File: src/rtl/sensor_frame_packetizer.sv
// sensor_frame_packetizer
// Frames a flow-controlled 32-bit sample stream into Avalon-ST packets:
// one header beat {HEADER_MAGIC, frame_count}, PAYLOAD_WORDS sample beats and,
// when the PKT_TRAILER_EN macro is defined, one trailer beat carrying the
// 32-bit modular sum of the payload. Without PKT_TRAILER_EN the trailer state
// and checksum are removed and endofpacket rides on the last payload beat.
//
// Handshake: a source beat transfers on a clk edge where st_valid && st_ready
// (ready latency 0); a sample is consumed on an edge where smp_valid && smp_ready.
// In PAYLOAD the sample stream passes straight through with no added latency.
module sensor_frame_packetizer #(
  parameter int unsigned PAYLOAD_WORDS = 64,
  parameter logic [15:0] HEADER_MAGIC  = 16'hB1E5
) (
  input  logic        clk,
  input  logic        rst,
  input  logic        frame_start,
  input  logic [31:0] smp_data,
  input  logic        smp_valid,
  output logic        smp_ready,
  output logic [31:0] st_data,
  output logic        st_valid,
  input  logic        st_ready,
  output logic [1:0]  st_empty,
  output logic        st_startofpacket,
  output logic        st_endofpacket,
  output logic        busy,
  output logic [15:0] frame_count,
  output logic [7:0]  drop_count,
  output logic [1:0]  dbg_state
);

  // Sized so the counter never wraps inside a packet.
  localparam int CNT_W = $clog2(PAYLOAD_WORDS + 1);
  localparam logic [CNT_W-1:0] LAST_IDX = CNT_W'(PAYLOAD_WORDS - 1);

  typedef enum logic [1:0] {
    S_IDLE    = 2'd0,
    S_HEADER  = 2'd1,
    S_PAYLOAD = 2'd2,
    S_TRAILER = 2'd3
  } state_t;

  state_t           state_q, state_d;
  logic [CNT_W-1:0] word_cnt_q, word_cnt_d;
  logic [15:0]      frame_count_q, frame_count_d;
  logic [7:0]       drop_count_q, drop_count_d;
`ifdef PKT_TRAILER_EN
  logic [31:0]      checksum_q, checksum_d;
`endif

  logic last_word;
  assign last_word = (word_cnt_q == LAST_IDX);

  // State and counter registers; async reset clears everything.
  always_ff @(posedge clk or posedge rst) begin
    if (rst) begin
      state_q       <= S_IDLE;
      word_cnt_q    <= '0;
      frame_count_q <= 16'h0000;
      drop_count_q  <= 8'h00;
`ifdef PKT_TRAILER_EN
      checksum_q    <= 32'h0000_0000;
`endif
    end else begin
      state_q       <= state_d;
      word_cnt_q    <= word_cnt_d;
      frame_count_q <= frame_count_d;
      drop_count_q  <= drop_count_d;
`ifdef PKT_TRAILER_EN
      checksum_q    <= checksum_d;
`endif
    end
  end

  // Next-state, counters and checksum; requests while busy are counted, not queued.
  always_comb begin
    state_d       = state_q;
    word_cnt_d    = word_cnt_q;
    frame_count_d = frame_count_q;
    drop_count_d  = drop_count_q;
`ifdef PKT_TRAILER_EN
    checksum_d    = checksum_q;
`endif

    if (frame_start && (state_q != S_IDLE) && (drop_count_q != 8'hFF)) begin
      drop_count_d = drop_count_q + 8'd1;
    end

    case (state_q)
      S_IDLE: begin
        if (frame_start) state_d = S_HEADER;
      end
      S_HEADER: begin
        // Header is always valid, so ready alone completes the beat.
        if (st_ready) begin
          state_d    = S_PAYLOAD;
          word_cnt_d = '0;
`ifdef PKT_TRAILER_EN
          checksum_d = 32'h0000_0000;
`endif
        end
      end
      S_PAYLOAD: begin
        if (smp_valid && st_ready) begin
          word_cnt_d = word_cnt_q + 1'b1;
`ifdef PKT_TRAILER_EN
          checksum_d = checksum_q + smp_data;
          if (last_word) state_d = S_TRAILER;
`else
          if (last_word) begin
            state_d       = S_IDLE;
            frame_count_d = frame_count_q + 16'd1;
          end
`endif
        end
      end
`ifdef PKT_TRAILER_EN
      S_TRAILER: begin
        if (st_ready) begin
          state_d       = S_IDLE;
          frame_count_d = frame_count_q + 16'd1;
        end
      end
`endif
      default: state_d = S_IDLE;
    endcase
  end

  // Source/sink outputs decoded from state; PAYLOAD passes the sample stream through.
  always_comb begin
    st_data          = 32'h0000_0000;
    st_valid         = 1'b0;
    st_startofpacket = 1'b0;
    st_endofpacket   = 1'b0;
    smp_ready        = 1'b0;
    case (state_q)
      S_HEADER: begin
        st_data          = {HEADER_MAGIC, frame_count_q};
        st_valid         = 1'b1;
        st_startofpacket = 1'b1;
      end
      S_PAYLOAD: begin
        st_data   = smp_data;
        st_valid  = smp_valid;
        smp_ready = st_ready;
`ifndef PKT_TRAILER_EN
        st_endofpacket = last_word && smp_valid;
`endif
      end
`ifdef PKT_TRAILER_EN
      S_TRAILER: begin
        st_data        = checksum_q;
        st_valid       = 1'b1;
        st_endofpacket = 1'b1;
      end
`endif
      default: begin
        st_data = 32'h0000_0000;
      end
    endcase
  end

  assign st_empty    = 2'b00;
  assign busy        = (state_q != S_IDLE);
  assign frame_count = frame_count_q;
  assign drop_count  = drop_count_q;
  assign dbg_state   = state_q;

endmodule

File: config.mk
export PLATFORM = sky130hd
export DESIGN_NAME = sensor_frame_packetizer
export DESIGN_NICKNAME = d
export VERILOG_FILES = /design/src/rtl/sensor_frame_packetizer.sv
export SDC_FILE = /design/constraint.sdc
export NUM_CORES = 1
export LEC_CHECK = 0
export CAP_MARGIN = 20
export CORE_UTILIZATION = 35
export CTS_BUF_LIST = sky130_fd_sc_hd__clkbuf_4 sky130_fd_sc_hd__clkbuf_8 sky130_fd_sc_hd__clkbuf_16
export CTS_CLUSTER_DIAMETER = 60
export CTS_CLUSTER_SIZE = 30
export DETAILED_ROUTE_END_ITERATION = 7
export GPL_ROUTABILITY_DRIVEN = 1
export GPL_TIMING_DRIVEN = 0
export PLACE_DENSITY = 0.71
export SLEW_MARGIN = 30
export SYNTH_ARGS = -nofsm -noshare
export SYNTH_HDL_FRONTEND = slang
export SYNTH_SLANG_ARGS = --single-unit
File: constraint.sdc
create_clock -name clk -period 4.3 [get_ports clk]
set_input_delay 0.86 -clock clk [delete_from_list [all_inputs] [get_ports clk]]
set_output_delay 0.86 -clock clk [all_outputs]
set_load 0.1 [all_outputs]
==> results of run 1 <==
worst max path at each step:
stage	from	endpoint	slack, ns	cells past startpoint
after floorplan	dbg_state[0]$_DFFE_PP0P_	st_data[7]	0.19	5
after global placement	dbg_state[1]$_DFFE_PP0P_	st_data[10]	0.34	7
after detailed placement	dbg_state[1]$_DFFE_PP0P_	st_data[6]	0.33	7
after CTS	dbg_state[1]$_DFFE_PP0P_	st_data[6]	0.0006	7
after global routing	dbg_state[0]$_DFFE_PP0P_	st_data[2]	0.04	7
final	dbg_state[0]$_DFFE_PP0P_	st_data[0]	0.18	7
power groups by stage:
stage                     registers (mW)  logic, mW  clock network, mW
after floorplan                    0.664       1.31                  0
after global placement             0.418       2.00                  0
after detailed placement           0.422       2.02                  0
after CTS                          0.416       2.02              0.240
after global routing               0.424       2.09              0.252
final                              0.417       2.00              0.236
logic make-up (layout without fill, tap and decap cells):
family | count (synthesis) | count (layout)
AOI/OAI and AO/OA | 43 | 43
other | 1 | 2
adders and majority gates | 8 | 8
DFF | 33 | 33
xor gates and xnor gates | 21 | 21
and+or+nand+nor | 92 | 92
buffers and inverters | 21 | 127
muxes | 5 | 5
cell usage after synthesis (4+ instances only):
library cell	instances	area share (%)
a22oi_1	16	5.7
buf_1	4	0.71
o21ai_0	5	1.2
nor3_1	5	1.2
clkbuf_1	5	0.89
inv_1	8	1.4
ha_1	8	4.8
and2_1	7	2.1
nand4_1	7	2.1
nor2_1	5	0.89
nand3_1	9	2.1
a21oi_1	16	3.8
xnor2_1	19	7.9
dfrtp_1	33	39
nor2b_1	28	8.3
mux2_2	5	2.7
and4_1	4	1.7
and3_1	6	1.8
nand2_1	14	2.5
registers in the layout, summed over array words and instances (netlist names):
register / cells
frame_count: 16
drop_count: 8
word_cnt_q: 7
dbg_state: 2
routing by layer:
layer  GRT usage [%]  wire length [um]  vias to the layer above  part of all wire, %
met4           8.727               134                        0                  2.1
met1           25.91              2770                      993                   44
met5               0                 0                        -                    0
li1                -                 -                      996                    -
met2           32.74              2929                       86                   47
met3           4.571               409                       12                  6.6
critical path: stages (launching register included):
cell and delay, ns:
dfrtp_1 0.44, inv_1 0.13, ha_1 0.24, buf_2 0.25, buf_1 0.48, a22oi_1 0.16, nor2b_2 0.14, clkdlybuf4s50_1 1.13
layout make-up:
cell class                      count  area share (%)
Clock inverter                      2          0.2948
Sequential cell                    33           24.32
Inverter                            8          0.8843
Timing Repair Buffer               98           30.51
Buffer                             13           1.732
Clock buffer                        6           2.248
Multi-Input combinational cell    171           37.36
Tap cell                           72           2.653
timing repair:
item / in CTS / in global routing
endpoints found under the setup margin: 0 / 22
gates resized for setup: 0 / 22
hold buffers: 0 / 0
hold endpoints to repair: 0 / 0
layout by cell type, fill, tap and decap left out, drive strengths merged, types with 8 or more instances in the layout:
master         netlist  layout
a21oi               16      16
a22oi               16      16
buf                  8       8
clkbuf               5      11
clkdlybuf4s50        0      76
dfrtp               33      33
dlymetal6s2s         0      22
ha                   8       8
inv                  8       8
nand2               14      14
nand3               11      11
nor2b               28      28
xnor2               19      19
==> flow_summary.json, run 1 <==
{
  "outcome": "finished clean",
  "clk_latency_ns": 0.29,
  "h-tree-depth": 2,
  "antenna_found_initial": 0,
  "yosysUniqueCellTypes": 34,
  "swShare_pct": 62.60,
  "r2r_cells": 6,
  "drt_wl_total_mm": 6.244,
  "tightest_slew_ns": 0.9952,
  "yosys.area_share.adder_pct": 4.751,
  "yosysSeqAreaShare_pct": 39.19,
  "port_buffers": 98,
  "post-route-util_pct": 60.19,
  "p_switching_mw": 1.662,
  "arrival_ns": 3.26,
  "hold_violations": 0,
  "cp-end-kind": "primary output",
  "rsz0062_at_grt": "false",
  "yosys_warnings": 0,
  "setup_ws_ns": 0.1758,
  "post_cts_buffers": 0,
  "grt_pass1_vias": 2050,
  "synth_edf_count": 0,
  "ioPinCount": 102,
  "cts_made_buffers": 5,
  "hold_path_startpoint": "frame_count[15]$_DFFE_PP0P_",
  "routed-via-count": 2087,
  "wl_per_cell_um": 15.49,
  "power_frac_seq_pct": 15.7,
  "synth_xor_area_share_pct": 8.729,
  "synth-seq-cells": 33,
  "p_clk_share_pct": 8.9,
  "clock.fmax_mhz": 242.5,
  "period_share_pct": 95.91,
  "die_h_um": 79.59,
  "synth-compound-area-share_pct": 12.83,
  "place_area_mm2": 0.003254,
  "synth_area_mm2": 0.002107,
  "fin_area_mm2": 0.003396,
  "async_reset_ff_share_pct": 100.0,
  "max-vdd-ir-drop_mv": 0.5258,
  "dpl.cell_count": 395,
  "final-seq-area_um2": 825.8,
  "post-place-ws_ns": 0.3310,
  "hold_path_class": "flip-flop to flip-flop",
  "synth_top_family_by_area": "simple AND/OR/NAND/NOR gates",
  "clockBufferDepth": 2,
  "crit_type": "flip-flop to primary output",
  "fin_nets": 375,
  "synthCells": 224,
  "synth-simple-area-share_pct": 27.43,
  "antenna_left": 0,
  "initial_core_util_pct": 37.35,
  "grtUsageTotal_pct": 20.31,
  "fillCellCount": 501,
  "maxCapViolCount": 0,
  "r2r_end": "frame_count[15]$_DFFE_PP0P_",
  "pwr-share-comb_pct": 75.4,
  "power_mw": 2.655,
  "initialDrtViolationCount": 73,
  "whs_ns": 0.5081,
  "instances_no_fill": 403,
  "required_ns": 3.44,
  "gp_congestion": 0.7880,
  "fin_skew_ns": 0.01146,
  "drc": 0,
  "antennaDiodeCount": 0,
  "syn_to_final_growth_pct": 61.16,
  "core_mm2": 0.005642,
  "cts.sinks": 33,
  "die_x_um": 79.59,
  "fin_setup_tns_ns": 0,
  "maxSlewHeadroom_pct": 33.44,
  "critPathLaunchType": "flip-flop",
  "cts_tree": "done",
  "dp_hpwl_mm": 4.593,
  "clkTransAtPathRegs_ns": 0.07,
  "grt_pass1_wl_mm": 9.894,
  "multi_input_comb_area_mm2": 0.001269,
  "worstHoldPathCells": 1,
  "power.density_mw_per_mm2": 781.9,
  "root_buffer": "clkbuf_8",
  "via_per_inst": 5.179,
  "grt_overflow": 0,
  "rows": 27,
  "post-route-min-period_ns": 4.124,
  "dr.pass1.iters": 4,
  "syn_avg_cell_area_um2": 9.406,
  "holdPathEnd": "frame_count[15]$_DFFE_PP0P_",
  "maxSlewViolCount": 0,
  "grt_max_degree": 34,
  "setup_viol": 0,
  "r2r-start": "dbg_state[0]$_DFFE_PP0P_",
  "drive_gt1_share_pct": 15.41,
  "synth-main-ff-cell": "dfrtp_1",
  "p_int_uw": 993.0,
  "synthMuxAreaShare_pct": 2.672,
  "p_leak_nw": 1.707,
  "die-area_mm2": 0.006335,
  "r2r_slack_ns": 2.39,
  "crit_fanout": 10
}
Power figures use the tool's default switching activity.
==> inputs of run 2 (changes only) <==
--- a/config.mk
+++ b/config.mk
@@ -5,16 +5,18 @@
 export SDC_FILE = /design/constraint.sdc
 export NUM_CORES = 1
 export LEC_CHECK = 0
+export ABC_CLOCK_PERIOD_IN_PS = 4300
 export CAP_MARGIN = 20
 export CORE_UTILIZATION = 35
 export CTS_BUF_LIST = sky130_fd_sc_hd__clkbuf_4 sky130_fd_sc_hd__clkbuf_8 sky130_fd_sc_hd__clkbuf_16
 export CTS_CLUSTER_DIAMETER = 60
 export CTS_CLUSTER_SIZE = 30
 export DETAILED_ROUTE_END_ITERATION = 7
-export GPL_ROUTABILITY_DRIVEN = 1
+export GPL_ROUTABILITY_DRIVEN = 0
 export GPL_TIMING_DRIVEN = 0
 export PLACE_DENSITY = 0.71
 export SLEW_MARGIN = 30
 export SYNTH_ARGS = -nofsm -noshare
 export SYNTH_HDL_FRONTEND = slang
 export SYNTH_SLANG_ARGS = --single-unit
+export TNS_END_PERCENT = 20
==> run 2 against run 1 <==
First-iteration DRC count shrank 8.2%; non-clock buffer count is the same; combinational power shrank 2%; largest power group unchanged.
==> flow_summary.json, run 2 (same netlist as run 1, synthesis figures left out) <==
{
  "cts_tree": "done",
  "cts_hold_buf": 0,
  "tightest_slew_ns": 0.9810,
  "fin_skew_ns": 0.007551,
  "drc": 0,
  "clockBufferDepth": 2,
  "setup_viol": 0,
  "dr.pass1.iters": 4,
  "final_common_cell": "clkdlybuf4s50_1",
  "drive_gt1_share_pct": 10.57,
  "die_x_um": 79.59,
  "largest_reg_flops": 16,
  "clock.fmax_mhz": 243.6,
  "rsz0062_at_grt": "false",
  "grtUsageTotal_pct": 20.09,
  "grt_max_degree": 34,
  "hold_violations": 0,
  "setup_ws_ns": 0.1947,
  "dpl.cell_count": 395,
  "cts_resized": 0,
  "routed-via-count": 2064,
  "p_int_uw": 983.0,
  "initial_core_util_pct": 37.35,
  "place_area_mm2": 0.003212,
  "outcome": "finished clean",
  "slowest_delay_ns": 1.14,
  "slowest_stage": "clkdlybuf4s50_1",
  "dp_hpwl_mm": 4.496,
  "antennaDiodeCount": 0,
  "pwr-share-comb_pct": 74.7,
  "ioPinCount": 102,
  "clk_latency_ns": 0.29,
  "syn_to_final_growth_pct": 59.38,
  "crit_fanout": 10,
  "grt_pass1_wl_mm": 9.763,
  "power_frac_seq_pct": 15.9,
  "via_per_inst": 5.122,
  "core_mm2": 0.005642,
  "max-vdd-ir-drop_mv": 0.5390,
  "p_clk_share_pct": 9.4,
  "p_leak_nw": 1.695,
  "p_switching_mw": 1.639,
  "post-route-min-period_ns": 4.105,
  "grt_pass1_vias": 2011,
  "rows": 27,
  "cts_made_buffers": 5,
  "h-tree-depth": 2,
  "port_buffers": 98,
  "post-place-ws_ns": 0.4081,
  "post-route-util_pct": 59.53,
  "crit_path_cell_trace": "inv_1, ha_1, buf_2, buf_1, a22oi_1, nor2b_1, clkdlybuf4s50_1",
  "required_ns": 3.44,
  "maxSlewViolCount": 0,
  "maxCapViolCount": 0,
  "swShare_pct": 62.51,
  "root_buffer": "clkbuf_8",
  "antenna_found_initial": 0,
  "cts.sinks": 33,
  "final_cell_mix": "76 x clkdlybuf4s50_1, 33 x dfrtp_1, 22 x dlymetal6s2s_1, 19 x xnor2_1, 17 x nor2b_1",
  "fin_area_mm2": 0.003358,
  "maxSlewHeadroom_pct": 34.40,
  "clkTransAtPathRegs_ns": 0.07,
  "wl_per_cell_um": 14.92,
  "cp-end-kind": "primary output",
  "arrival_ns": 3.25,
  "drt_wl_total_mm": 6.013,
  "grt_overflow": 0,
  "antenna_left": 0,
  "post_cts_buffers": 0,
  "initialDrtViolationCount": 67,
  "power.density_mw_per_mm2": 780.8,
  "die_h_um": 79.59,
  "crit_type": "flip-flop to primary output",
  "die-area_mm2": 0.006335,
  "instances_no_fill": 403,
  "fin_nets": 375,
  "period_share_pct": 95.47,
  "hold_path_class": "flip-flop to flip-flop",
  "critPathLaunchType": "flip-flop"
}
run 2: cell count changes in the layout (fill, tap and decap cells not counted):
cell | before | now
nor3_1 | 4 | 5
nor3_2 | 1 | 0
nor2b_2 | 26 | 11
nor2b_1 | 2 | 17
clkinv_2 | 2 | 0
clkbuf_4 | 1 | 3
run 2: layout make-up:
cell class              instances  area [um^2]
fillers                       521         2283
well taps                      72        90.09
repair buffers                 98         1036
clock buffers                   8        91.34
flip-flops and latches         33        825.8
plain buffers                  13        58.81
multi-input cells             171         1226
inverters                       8        30.03
run 2: worst paths after layout:
check	from	endpoint	slack (ns)	cells past startpoint
worst max-delay path	dbg_state[0]$_DFFE_PP0P_	st_data[2]	0.19	7
worst min-delay path	drop_count[5]$_DFFE_PP0P_	drop_count[5]$_DFFE_PP0P_	0.52	1
worst max register to register	dbg_state[1]$_DFFE_PP0P_	word_cnt_q[6]$_DFFE_PP0P_	2.40	6
worst min register to register	drop_count[5]$_DFFE_PP0P_	drop_count[5]$_DFFE_PP0P_	0.52	1
max in group asynchronous	rst	frame_count[14]$_DFFE_PP0P_	2.84	2
min in group asynchronous	rst	frame_count[5]$_DFFE_PP0P_	1.00	2
run 2: layer usage:
layer / share of wire (%) / routed length (um) / up-vias / GRT usage (%)
li1: - / - / 996 / -
met1: 45 / 2707 / 980 / 25.18
met2: 48 / 2868 / 81 / 33.76
met3: 6.2 / 372 / 7 / 4.914
met4: 1.1 / 64 / 0 / 6.182
met5: 0 / 0 / - / 0
run 2: critical path, delay by kind of cell (launching register included):
kind / cells / cell delay [ns]
buffers and inverters: 4 / 2.00
adders and majority gates: 1 / 0.23
and+or+nand+nor: 1 / 0.15
DFF: 1 / 0.43
AOI/OAI and AO/OA: 1 / 0.13
run 2: through the flow:
stage | hold WS, ns | setup TNS (ns) | power [mW]
after floorplan | 0.4898 | -2.568 | 1.940
after global placement | 0.4979 | 0 | 2.381
after detailed placement | 0.5137 | 0 | 2.399
after CTS | 0.5263 | 0 | 2.650
after global routing | 0.5542 | 0 | 2.746
final | 0.5228 | 0 | 2.622
run 2: power groups by stage:
| stage | logic (mW) | clock network [mW] | registers, mW |
|---|---|---|---|
| after floorplan | 1.28 | 0 | 0.664 |
| after global placement | 1.96 | 0 | 0.418 |
| after detailed placement | 1.98 | 0 | 0.423 |
| after CTS | 1.98 | 0.253 | 0.417 |
| after global routing | 2.05 | 0.264 | 0.427 |
| final | 1.96 | 0.246 | 0.418 |
==> inputs of run 3 (changes only) <==
--- a/config.mk
+++ b/config.mk
@@ -15,7 +15,7 @@
 export GPL_ROUTABILITY_DRIVEN = 0
 export GPL_TIMING_DRIVEN = 0
 export PLACE_DENSITY = 0.71
-export SLEW_MARGIN = 30
+export SLEW_MARGIN = 20
 export SYNTH_ARGS = -nofsm -noshare
 export SYNTH_HDL_FRONTEND = slang
 export SYNTH_SLANG_ARGS = --single-unit
==> results of run 3 <==
The final DEF is identical to that of run 2; final timing and power are the same.
